$ cat src/rtl/alu_seq.sv
// Command sequencer for the matrix-multiplier ALU: issues single ops or MAC steps,
// waits out the ALU result/zero-flag latency, and returns a held response.
module alu_seq (
  input  logic        clock,
  input  logic        reset,
  input  logic        cmd_valid,
  output logic        cmd_ready,
  input  logic [2:0]  cmd_op,
  input  logic [15:0] cmd_a,
  input  logic [15:0] cmd_b,
  input  logic        cmd_last,
  output logic        rsp_valid,
  input  logic        rsp_ready,
  output logic [15:0] rsp_data,
  output logic        rsp_zero,
  output logic        rsp_err,
  output logic [15:0] alu_in1,
  output logic [15:0] alu_in2,
  output logic [2:0]  alu_op,
  input  logic [15:0] alu_out,
  input  logic [1:0]  alu_z
);

  typedef enum logic [2:0] {
    S_IDLE, S_W1, S_W2, S_W3, S_MACADD, S_MW1, S_MW2, S_RESP
  } state_t;

  state_t      state_q, state_d;
  logic        mac_q, mac_d;
  logic        last_q, last_d;
  logic [15:0] acc_q, acc_d;
  logic [15:0] rsp_data_q, rsp_data_d;
  logic        rsp_zero_q, rsp_zero_d;
  logic        rsp_err_q, rsp_err_d;
  logic [15:0] in1_q, in1_d;
  logic [15:0] in2_q, in2_d;
  logic [2:0]  op_q, op_d;

  logic unused_alu_z;
  assign unused_alu_z = alu_z[1];

  always_comb begin
    state_d    = state_q;
    mac_d      = mac_q;
    last_d     = last_q;
    acc_d      = acc_q;
    rsp_data_d = rsp_data_q;
    rsp_zero_d = rsp_zero_q;
    rsp_err_d  = rsp_err_q;
    in1_d      = in1_q;
    in2_d      = in2_q;
    op_d       = op_q;
    unique case (state_q)
      S_IDLE: begin
        if (cmd_valid) begin
          mac_d   = (cmd_op == 3'd5);
          last_d  = cmd_last;
          state_d = S_W1;
          case (cmd_op)
            3'd0, 3'd2: begin
              in1_d = cmd_a;
              in2_d = cmd_b;
              op_d  = cmd_op;
            end
            3'd1: begin
              // ALU computes in2 - in1, so operands go in swapped
              in1_d = cmd_b;
              in2_d = cmd_a;
              op_d  = cmd_op;
            end
            3'd3: begin
              if (cmd_b == '0) begin
                rsp_data_d = '1;
                rsp_zero_d = 1'b0;
                rsp_err_d  = 1'b1;
                state_d    = S_RESP;
              end else begin
                in1_d = cmd_a;
                in2_d = cmd_b;
                op_d  = cmd_op;
              end
            end
            3'd4: begin
              in1_d = '0;
              in2_d = cmd_a;
              op_d  = cmd_op;
            end
            3'd5: begin
              in1_d = cmd_a;
              in2_d = cmd_b;
              op_d  = 3'd2;
            end
            default: begin
              rsp_data_d = '1;
              rsp_zero_d = 1'b0;
              rsp_err_d  = 1'b1;
              state_d    = S_RESP;
            end
          endcase
        end
      end
      S_W1: state_d = S_W2;
      S_W2: begin
        if (mac_q) begin
          in1_d   = alu_out;
          in2_d   = acc_q;
          op_d    = 3'd0;
          state_d = S_MACADD;
        end else begin
          rsp_data_d = alu_out;
          state_d    = S_W3;
        end
      end
      S_W3: begin
        rsp_zero_d = alu_z[0];
        state_d    = S_RESP;
      end
      S_MACADD: state_d = S_MW1;
      S_MW1: begin
        acc_d = alu_out;
        if (last_q) begin
          rsp_data_d = alu_out;
          state_d    = S_MW2;
        end else begin
          state_d = S_IDLE;
        end
      end
      S_MW2: begin
        rsp_zero_d = alu_z[0];
        acc_d      = '0;
        state_d    = S_RESP;
      end
      S_RESP: begin
        if (rsp_ready) begin
          rsp_err_d = 1'b0;
          state_d   = S_IDLE;
        end
      end
      default: state_d = S_IDLE;
    endcase
  end

  always_ff @(posedge clock) begin
    if (reset) begin
      state_q    <= S_IDLE;
      mac_q      <= 1'b0;
      last_q     <= 1'b0;
      acc_q      <= '0;
      rsp_data_q <= '0;
      rsp_zero_q <= 1'b0;
      rsp_err_q  <= 1'b0;
      in1_q      <= '0;
      in2_q      <= '0;
      op_q       <= '0;
    end else begin
      state_q    <= state_d;
      mac_q      <= mac_d;
      last_q     <= last_d;
      acc_q      <= acc_d;
      rsp_data_q <= rsp_data_d;
      rsp_zero_q <= rsp_zero_d;
      rsp_err_q  <= rsp_err_d;
      in1_q      <= in1_d;
      in2_q      <= in2_d;
      op_q       <= op_d;
    end
  end

  assign cmd_ready = (state_q == S_IDLE) && !reset;
  assign rsp_valid = (state_q == S_RESP);
  assign rsp_data  = rsp_data_q;
  assign rsp_zero  = rsp_zero_q;
  assign rsp_err   = rsp_err_q;
  assign alu_in1   = in1_q;
  assign alu_in2   = in2_q;
  assign alu_op    = op_q;

endmodule

$ cat config.mk
export PLATFORM = sky130hd
export DESIGN_NAME = alu_seq
export DESIGN_NICKNAME = d
export VERILOG_FILES = /design/src/rtl/alu_seq.sv
export SDC_FILE = /design/constraint.sdc
export NUM_CORES = 1
export LEC_CHECK = 0
export ABC_CLOCK_PERIOD_IN_PS = 1700
export CAP_MARGIN = 10
export CORE_MARGIN = 2
export CORE_UTILIZATION = 45
export DETAILED_ROUTE_END_ITERATION = 8
export PLACE_DENSITY = 0.77
export RECOVER_POWER = 50
export SETUP_SLACK_MARGIN = 0.05
export SLEW_MARGIN = 40
export SYNTH_ARGS = -nofsm -noshare
export SYNTH_HDL_FRONTEND = slang
export SYNTH_SLANG_ARGS = --single-unit
export TNS_END_PERCENT = 30
$ cat constraint.sdc
create_clock -name clock -period 1.7 [get_ports clock]
set_input_delay 0.34 -clock clock [delete_from_list [all_inputs] [get_ports clock]]
set_output_delay 0.34 -clock clock [all_outputs]
set_load 0.05 [all_outputs]
== After elaboration in Yosys (flattened, before gate mapping) ==
Index checks and enable logic that the tools add are counted.
Storage, ports and cells
  word-level logic and storage cells: 94
  output and inout port bits: 55
  input bits: 58
  bits in registers: 74
Operators by class
  reduce and logical (&&, ||, !) cells: 23
  muxes and demuxes: 38
  eq/ne operators: 23
Operators with widths (number)
  2-to-1 mux 16 bit: 10
  one-hot mux 16 bit (2 select lines): 4
  one-hot mux 16 bit (3 select lines): 2
  one-hot mux 16 bit (4 select lines): 1
  2-to-1 mux 3 bit: 8
  one-hot mux 3 bit (7 select lines): 1
  AND reduction 5 bit: 4
  equality test 3 bit, second input constant: 6
  logical NOT 16 bit: 1
  equality test 3 x 2 -> 1 bit, second input constant: 4
  one-hot mux 3 bit (2 select lines): 2
  inequality test 2 bit, second input constant: 5
  one-hot mux 3 bit (3 select lines): 1
  inequality test 4 x 3 -> 1 bit, second input constant: 2
  one-hot mux 1 bit (2 select lines): 4
  nonzero test 2 bit: 4
  equality test 3 x 1 -> 1 bit, second input constant: 2
  logical NOT 3 bit: 2
  inequality test 3 bit, second input constant: 2
  AND reduction 6 bit: 1
  2-to-1 mux 1 bit: 5
  inequality test 5 x 2 -> 1 bit, second input constant: 1
  OR reduction 5 bit: 1
  AND reduction 2 bit: 2
  other kinds (8): 9

== Depth between registers and ports, before layout ==
Gate-level depths: netlist (run 1).
  word-level depth: 5
  mapped depth: 8
  depth with buffers taken out: 4

== Worst setup path after synthesis (run 1) ==
OpenSTA, ideal clock, no wires.
  path type: input port to output port
  start: input reset
  end: output cmd_ready
  stages on the path: 4
  required time: 1360 ps
  arrival: 1573 ps
  setup slack: -213 ps
  path buffers: 3
  path through: clkbuf_1 > clkbuf_1 > clkbuf_1 > nor2_1
Between the ends
  longest elaborated chain between the ends: 2
RTL lines
  start: declaration: line 5  | input logic reset,
  logical NOT 1 bit: line 169  | assign cmd_ready = (state_q == S_IDLE) && !reset;
  logical AND 1 bit: line 169
  end: declaration: line 7  | output logic cmd_ready,
Every way passes these cells.

== Worst setup path after layout (run 1) ==
  start: register state_q[2]
  end: output cmd_ready
Between the ends
  longest elaborated chain between the ends: 2
RTL lines
  start: declaration: line 28  | state_t state_q, state_d;
  start signal: assignment: line 156  | state_q <= state_d;
  logical NOT 3 bit: line 169
  logical AND 1 bit: line 169
Every way passes these cells.

==> results of run 1 <==
-- flip-flops by register name (all words and copies together) (netlist names) --
signal	count
rsp_err	1
alu_in2	16
last_q	1
acc_q	16
state_q	3
alu_in1	16
rsp_data	16
alu_op	3
mac_q	1
rsp_zero	1
-- stage by stage --
step	setup slack, ns	util [%]	hold slack [ns]	cell area (sq um)	instances
final	-0.121	64.0	0.400	6190	804
after global placement	-0.569	60.8	0.446	5890	774
after detailed placement	-0.608	60.8	0.455	5890	774
after floorplan	-0.111	-	0.459	4470	522
after global routing	-0.153	64.0	0.416	6190	804
after CTS	-0.126	65.1	0.391	6300	800
-- timing repair --
item / 4_1_cts / 5_1_grt
setup endpoints to repair: 54 / 55
pin swaps: 11 / 2
resized for setup: 58 / 16
buffers inserted: 9 / 4
cloned: 2 / 0
-- power by group --
part | internal (mW) | total (mW) | leakage, nW | switching (mW)
sequential | 2.18 | 2.47 | 0.607 | 0.295
combinational | 2.16 | 5.57 | 2.07 | 3.41
clock | 0.668 | 1.34 | 0.0921 | 0.676
-- logic make-up (layout without fill, tap and decap cells) --
logic type             Yosys count  in the layout  share of synthesized area (%)
buffers and inverters           63            212                           7.48
multiplexers                    83             83                           18.6
flip-flops                      74             74                           33.2
AND/OR/NAND/NOR                139            139                           14.3
AO/OA/AOI/OAI                  159            159                           25.6
XOR/XNOR                         4              4                          0.785
-- metal layers --
layer  wire length [um]  share of wire [%]  track usage (%)
met5                  0                  0                0
met4                611                3.9             13.9
met3               1190                7.5             4.53
met2               7630                 48             49.6
met1               6410                 40             36.0
-- how the worst max path moves through the flow --
stage	depth (start not counted)	slack [ns]	to	start
final	4	-0.12	cmd_ready	state_q[2]
after global routing	4	-0.15	cmd_ready	state_q[0]
after CTS	4	-0.13	cmd_ready	state_q[0]
after detailed placement	6	-0.61	alu_in1[2]	cmd_b[11]
after global placement	7	-0.57	alu_in2[8]	cmd_b[5]
after floorplan	6	-0.11	alu_op[1]	state_q[2]
-- area by class of cell --
cell class	instances	area share [%]
clock buffers	10	2.06
clock inverters	5	0.909
inverters	6	0.384
multi-input cells	385	45.0
flip-flops and latches	74	24.1
well taps	133	2.69
repair buffers	191	24.9
-- cell usage in the layout, fill, tap and decap left out, types with 3 or more instances in the layout --
cell type and n:
dlygate4sd2_1 10, nand2_1 57, dfxtp_1 71, nand3_1 17, clkdlybuf4s50_1 36, nor2b_1 4, a21o_1 16, clkbuf_1 43
o21ai_0 38, buf_6 8, inv_1 4, buf_2 4, xor2_1 3, a21oi_1 9, buf_4 71, clkbuf_8 9
nor2_1 36, o221ai_1 16, mux2i_1 82, a22oi_1 16, clkinv_2 3, nand4_1 3, a22o_1 17, nor4_4 3
buf_12 9, o22ai_1 17, a311o_1 16, clkbuf_2 6
-- worst register-to-register path, stage by stage (launching register included) --
cell     delay (ns)
dfxtp_2        0.35
buf_4          0.16
nor4b_4        0.31
a21oi_2        0.07
a211o_4        0.33
buf_4          0.16
mux2_4         0.28
==> flow_metrics.py, run 1 <==
metrics = {
    "status": {
        "status": "complete, but fails checks",
        "violations": "setup timing",
    },
    "timing": {
        "report.final.hold_viol_count": 0,
        "setup_viol": 33,
        "finalSetupTns_ns": -0.923,
        "tightest_slew_ns": 0.614,
        "slew_violations": 0,
        "rsz0062_at_grt": "true",
        "fin_crit_sh_pct": 107,
        "skew_ns": 0.00599,
        "fmax_mhz": 549,
        "period_needed_ns": 1.82,
        "relSlewSlack_pct": 59.2,
        "fin_ws_ns": -0.121,
    },
    "route": {
        "totalWireLength_mm": 15.8,
        "drt_iter0_markers": 450,
        "drc": 0,
        "detail_route.wl_per_cell_um": 19.7,
        "vias": 4881,
        "via_per_inst": 6.07,
        "dr.pass1.iters": 5,
        "drt.antenna.violating_nets": 0,
    },
    "clock_network": {
        "cts_root_buffer": "clkbuf_8",
        "path_clk_slew_ns": 0.08,
        "cts_hold_buffers": 0,
        "numCtsBuffers": 9,
        "tritoncts": "done",
        "numClockSinks": 74,
        "clk_latency_ns": 0.35,
        "clk_path_buf_depth": 2,
        "htree_num_levels": 3,
    },
    "logic_synthesis": {
        "synth_common_cells": "82 x mux2i_1, 74 x dfxtp_1, 57 x nand2_1",
        "yosysMostFrequentCell": "mux2i_1",
        "synth_seq_area_share_pct": 33.2,
        "synth_flop_cell": "dfxtp_1",
        "yosysTopAreaCell": "dfxtp_1",
        "synthArstFlopShare_pct": 0,
        "synth_edf_count": 0,
        "netlist_area_sq_mm": 0.00447,
        "synth_area_per_cell_sq_um": 8.55,
        "netlist_instances": 522,
        "synth_fp_nets": 580,
        "synth_top_area_share_pct": 33.2,
        "ys_warn_count": 0,
        "synthDistinctLibCells": 46,
        "netlist_top_cells_area": "dfxtp_1 33%, mux2i_1 18%, nand2_1 4.8%",
        "synth-seq-cells": 74,
    },
    "layout": {
        "layout-drive-gt1-share_pct": 20.7,
        "seqCellArea_sq_mm": 0.00149,
        "area_growth_pct": 38.7,
        "num-nets-final": 725,
        "nFillCells": 822,
        "diodes": 0,
        "multi_input_area_sq_mm": 0.00279,
    },
    "setup_path": {
        "crit_fanout": 3,
        "worstReg2RegEnd": "alu_op[1]",
        "cp.buffers_inverters": 2,
        "cp_slowest_cell": "or3_4",
        "critPathArrivalTime_ns": 1.48,
        "worstRegToRegCells": 6,
        "cp-end-kind": "output port",
        "path_cells": "or3_4 > buf_6 > nor2_4 > buf_12",
        "rr_startpoint": "state_q[0]",
        "cpLargestDelayFamily": "simple AND/OR/NAND/NOR gates",
        "ff2ff_setup_slack_ns": -0.05,
        "cp_data_required_time_ns": 1.36,
        "crit_path_max_incr_delay_ns": 0.39,
        "cp-start-kind": "register",
        "path_class": "register to output port",
    },
    "power_and_ir_drop": {
        "power_mw": 9.38,
        "power_leakage_nw": 2.76,
        "powerDensity_mw_per_mm2": 1520,
        "max-vdd-ir-drop_uv": 865,
    },
    "place": {
        "dp_hpwl_mm": 11.1,
        "portBuffers": 111,
        "place.gp.congestion": 0.877,
    },
    "floorplan": {
        "die-area_sq_mm": 0.0107,
        "initial_core_util_pct": 46.1,
        "coreArea_sq_mm": 0.00968,
        "io_pins": 113,
        "rows": 36,
        "die_w_um": 104,
        "die_y_um": 104,
    },
    "global_routing": {
        "grt_max_degree": 36,
        "grt_pass1_vias": 4820,
        "grt_usage_pct": 29.1,
        "grt_pass1_wl_mm": 25.3,
        "antenna_found_initial": 0,
        "grt.overflow.total": 0,
    },
    "flow_run": {
        "maxCapViolations": 0,
    },
    "worst_hold_path": {
        "hold_path_class": "input pin to register",
        "hp-start": "cmd_op[2]",
        "hold_path_depth": 3,
        "hold_end": "mac_q",
    },
}
No activity file was read; power rests on OpenSTA's default activity.
==> run 2, diff against run 1 <==
- CORE_MARGIN: 2 -> 5
- CORE_UTILIZATION: 45 -> 30
- CTS_CLUSTER_DIAMETER: not set -> 100
- PLACE_DENSITY: 0.77 -> not set
==> flow_metrics.py, run 2 (synthesis gave the netlist of run 1 again) <==
metrics = {
    "layout": {
        "seqCellArea_sq_mm": 0.00149,
        "mostFrequentLayoutCells": "82 x mux2i_1, 80 x buf_4, 71 x dfxtp_1, 57 x nand2_1, 42 x clkdlybuf4s50_1",
        "final_common_cell": "mux2i_1",
        "diodes": 0,
        "area_growth_pct": 44.8,
        "nFillCells": 1456,
        "num-nets-final": 731,
        "multi_input_area_sq_mm": 0.00273,
        "layout-drive-gt1-share_pct": 20.1,
    },
    "place": {
        "place.gp.congestion": 0.895,
        "dp_hpwl_mm": 12.2,
        "portBuffers": 111,
        "dp_slack_ns": -0.672,
    },
    "floorplan": {
        "die_y_um": 132,
        "io_pins": 113,
        "die-area_sq_mm": 0.0174,
        "die_w_um": 132,
        "initial_core_util_pct": 30.6,
        "coreArea_sq_mm": 0.0146,
        "rows": 44,
    },
    "worst_hold_path": {
        "hold_path_depth": 2,
        "hold_path_class": "register to register",
    },
    "clock_network": {
        "tritoncts": "done",
        "numClockSinks": 74,
        "cts_root_buffer": "clkbuf_16",
        "htree_num_levels": 3,
        "clk_path_buf_depth": 2,
        "path_clk_slew_ns": 0.06,
        "cts_hold_buffers": 0,
        "numCtsBuffers": 9,
        "clk_latency_ns": 0.34,
    },
    "status": {
        "status": "complete, but fails checks",
        "violations": "setup timing",
    },
    "global_routing": {
        "grt_pass1_wl_mm": 26.2,
        "antenna_found_initial": 0,
        "grt_usage_pct": 18.8,
        "grt.overflow.total": 0,
        "grt_max_degree": 35,
        "grt_pass1_vias": 4829,
    },
    "route": {
        "drt.antenna.violating_nets": 0,
        "totalWireLength_mm": 16.8,
        "vias": 4742,
        "dr.pass1.iters": 5,
        "detail_route.wl_per_cell_um": 19.5,
        "drt_iter0_markers": 339,
        "drc": 0,
        "via_per_inst": 5.52,
    },
    "power_and_ir_drop": {
        "max-vdd-ir-drop_uv": 680,
        "powerDensity_mw_per_mm2": 1500,
        "power_leakage_nw": 2.88,
    },
    "flow_run": {
        "maxCapViolations": 0,
    },
    "timing": {
        "relSlewSlack_pct": 58.4,
        "fin_ws_ns": -0.140,
        "fin_crit_sh_pct": 108,
        "setup_viol": 47,
        "fmax_mhz": 543,
        "tightest_slew_ns": 0.626,
        "whs_ns": 0.457,
        "report.final.hold_viol_count": 0,
        "period_needed_ns": 1.84,
        "slew_violations": 0,
        "rsz0062_at_grt": "true",
        "skew_ns": 0.00664,
    },
    "setup_path": {
        "worstRegToRegCells": 5,
        "rr_startpoint": "state_q[0]",
        "critPathLaunch": "state_q[0]",
        "path_cells": "or3_4 > buf_6 > nor2_4 > buf_12",
        "cp_slowest_cell": "or3_4",
        "critPathArrivalTime_ns": 1.50,
        "crit_fanout": 5,
        "path_class": "register to output port",
        "cp_data_required_time_ns": 1.36,
        "cp-end-kind": "output port",
        "cp-start-kind": "register",
        "crit_end": "cmd_ready",
        "crit_path_max_incr_delay_ns": 0.41,
        "ff2ff_setup_slack_ns": -0.12,
        "worstReg2RegEnd": "alu_op[1]",
    },
}
==> run 2: per-stage QoR <==
step                      util [%]  power (mW)  setup TNS (ns)  instances  cell area, sq um
after detailed placement      41.8        7.76          -33.33        837              6090
final                         44.3        9.72           -2.85        859              6460
after CTS                     44.8        9.88           -2.53        857              6540
after global routing          44.3        10.2           -7.34        859              6460
after global placement        41.8        7.68          -32.60        837              6090
after floorplan                  -        6.02           -2.45        522              4470
==> run 2: what timing repair did <==
item | 4_1_cts | 5_1_grt
endpoints found under the setup margin | 54 | 55
gates cloned | 3 | 0
resized for setup | 30 | 12
pin swaps | 7 | 3
hold endpoints to repair | 0 | 0
setup buffers | 4 | 3
==> run 2: where the power goes <==
| part | switching [mW] | internal [mW] |
|---|---|---|
| Combinational | 3.30 | 2.16 |
| Sequential | 0.316 | 2.18 |
| Clock | 0.719 | 1.04 |
| Total | 4.33 | 5.39 |
==> run 2: worst min path at each step <==
stage	slack, ns	to	from
floorplan	0.46	last_q	last_q
global placement	0.45	rsp_data[4]	rsp_data[4]
detailed placement	0.45	alu_op[0]	alu_op[0]
CTS	0.46	mac_q	cmd_op[2]
global route	0.47	alu_in2[7]	alu_in2[7]
finish	0.46	alu_in2[11]	alu_in2[11]
==> run 2: final cells by class <==
cell class | count | area share (%)
Inverter | 6 | 0.348
Tap cell | 184 | 3.56
Sequential cell | 74 | 23.1
Timing Repair Buffer | 197 | 26.7
Clock buffer | 13 | 4.03
Multi-Input combinational cell | 385 | 42.2
==> run 2: metal layers <==
layer,routed length (um),GRT usage (%)
met4,603,7.89
met2,7860,30.5
met3,1310,5.23
met1,6980,23.3
met5,0,0
==> run 2: critical path, delay by kind of cell, from the launching register on <==
kind / cells / cell delay [ns]
buffers and inverters: 2 / 0.28
DFF: 1 / 0.37
and+or+nand+nor: 2 / 0.50
==> run 3, diff against run 2 <==
- CELL_PAD_IN_SITES_DETAIL_PLACEMENT: not set -> 2
- CELL_PAD_IN_SITES_GLOBAL_PLACEMENT: not set -> 2
- CORE_UTILIZATION: 30 -> 26
- PLACE_DENSITY_LB_ADDON: not set -> 0.1
==> flow_metrics.py, run 3 (synthesis gave the netlist of run 1 again) <==
metrics = {
    "timing": {
        "period_needed_ns": 1.83,
        "report.final.hold_viol_count": 0,
        "relSlewSlack_pct": 58.4,
        "whs_ns": 0.458,
        "fin_crit_sh_pct": 108,
        "fin_ws_ns": -0.135,
        "tightest_slew_ns": 0.626,
        "slew_violations": 0,
        "rsz0062_at_grt": "true",
        "setup_viol": 53,
        "fmax_mhz": 545,
        "skew_ns": 0.00634,
    },
    "setup_path": {
        "cp-end-kind": "output port",
        "crit_path_max_incr_delay_ns": 0.42,
        "critPathArrivalTime_ns": 1.49,
        "cpLargestDelayFamily": "simple AND/OR/NAND/NOR gates",
        "path_class": "register to output port",
        "crit_fanout": 3,
        "cp.buffers_inverters": 2,
        "cp-start-kind": "register",
        "cp_slowest_cell": "or3_4",
        "path_cells": "or3_4 > buf_6 > nor2_4 > buf_12",
        "cp_data_required_time_ns": 1.36,
    },
    "floorplan": {
        "die_w_um": 141,
        "initial_core_util_pct": 26.2,
        "die_y_um": 141,
        "die-area_sq_mm": 0.0199,
        "io_pins": 113,
        "coreArea_sq_mm": 0.0171,
        "rows": 48,
    },
    "layout": {
        "area_growth_pct": 52.9,
        "final_common_cell": "buf_4",
        "seqCellArea_sq_mm": 0.00149,
        "mostFrequentLayoutCells": "96 x buf_4, 81 x mux2i_1, 71 x dfxtp_1, 57 x nand2_1, 38 x clkdlybuf4s50_1",
        "num-nets-final": 754,
        "nFillCells": 1897,
        "layout-drive-gt1-share_pct": 27.7,
        "diodes": 0,
        "multi_input_area_sq_mm": 0.00284,
    },
    "status": {
        "status": "complete, but fails checks",
        "violations": "setup timing",
    },
    "global_routing": {
        "grt_pass1_vias": 5411,
        "grt_usage_pct": 20.9,
        "grt_pass1_wl_mm": 32.3,
        "grt_max_degree": 48,
        "antenna_found_initial": 0,
        "grt.overflow.total": 0,
    },
    "route": {
        "dr.pass1.iters": 6,
        "drt_iter0_markers": 219,
        "drc": 0,
        "via_per_inst": 5.26,
        "totalWireLength_mm": 21.3,
        "drt.antenna.violating_nets": 0,
        "detail_route.wl_per_cell_um": 23.0,
        "vias": 4867,
    },
    "place": {
        "dp_hpwl_mm": 15.3,
        "place.gp.congestion": 0.850,
        "portBuffers": 111,
    },
    "clock_network": {
        "htree_num_levels": 3,
        "numCtsBuffers": 9,
        "tritoncts": "done",
        "clk_path_buf_depth": 2,
        "cts_hold_buffers": 0,
        "cts_root_buffer": "clkbuf_16",
        "path_clk_slew_ns": 0.07,
        "clk_latency_ns": 0.35,
        "numClockSinks": 74,
    },
    "power_and_ir_drop": {
        "powerDensity_mw_per_mm2": 1560,
        "power_leakage_nw": 3.03,
        "power_mw": 10.6,
        "max-vdd-ir-drop_uv": 527,
    },
    "flow_run": {
        "maxCapViolations": 0,
    },
    "worst_hold_path": {
        "hold_path_class": "register to register",
    },
}
[run 3: changes by cell type in the layout (fill, tap and decap cells not counted), moves of 2 or more]
cell and delta:
buf_4 +16, clkbuf_2 +15, dlygate4sd2_1 -11, nor2_1 -7, nor2_2 +7, clkbuf_1 -4, clkdlybuf4s50_1 -4, buf_6 +3
inv_6 +3, clkbuf_8 -2, clkinvlp_4 +2
[run 3: timing repair]
item                                    in CTS  in global routing
endpoints found under the setup margin      60                 67
buffers inserted                             6                  9
cloned                                       2                  3
pin swaps                                    8                 12
resized for setup                           47                 51
[run 3: final cells by class]
type,count,area share (%)
inverters,6,0.330
multi-input cells,385,41.6
repair buffers,220,27.5
clock inverters,7,1.21
clock buffers,9,3.30
flip-flops and latches,74,21.9
well taps,225,4.12
[run 3: worst reg2reg max path, stage by stage, from the launching register on]
cell and delay, ns:
dfxtp_4 0.36, or3_4 0.42, nor4_4 0.21, a211o_4 0.31, buf_12 0.20, mux2i_1 0.23
[run 3: through the flow]
stage	utilization (%)	TNS (ns)	cell area [sq um]	instances	setup slack, ns
floorplan	-	-2.45	4470	522	-0.111
global route	40.0	-5.85	6830	926	-0.164
CTS	39.7	-2.65	6770	914	-0.149
detailed placement	36.8	-31.86	6280	890	-0.651
global placement	36.8	-33.26	6270	890	-0.604
finish	40.0	-3.03	6830	926	-0.135
[run 3: final timing paths]
| kind | endpoint | depth (start not counted) | slack, ns | start |
|---|---|---|---|---|
| setup / recovery | cmd_ready | 4 | -0.13 | state_q[2] |
| hold / removal | rsp_err | 1 | 0.46 | rsp_err |
| setup reg to reg | alu_in1[4] | 5 | -0.10 | state_q[2] |
| hold reg to reg | rsp_err | 1 | 0.46 | rsp_err |
[run 3: report_power, final]
group / switching [mW] / total [mW] / internal, mW / leakage [nW]
Combinational: 3.71 / 6.09 / 2.38 / 2.27
Sequential: 0.286 / 2.47 / 2.18 / 0.607
Clock: 0.909 / 2.07 / 1.17 / 0.145
[run 3: routing by layer]
| metal | GRT usage (%) | vias up | wire [um] |
|---|---|---|---|
| met5 | 0 | - | 0 |
| met4 | 6.63 | 0 | 409 |
| met3 | 2.68 | 21 | 757 |
| met2 | 35.2 | 106 | 10700 |
| met1 | 27.7 | 2455 | 9440 |
| li1 | - | 2285 | - |
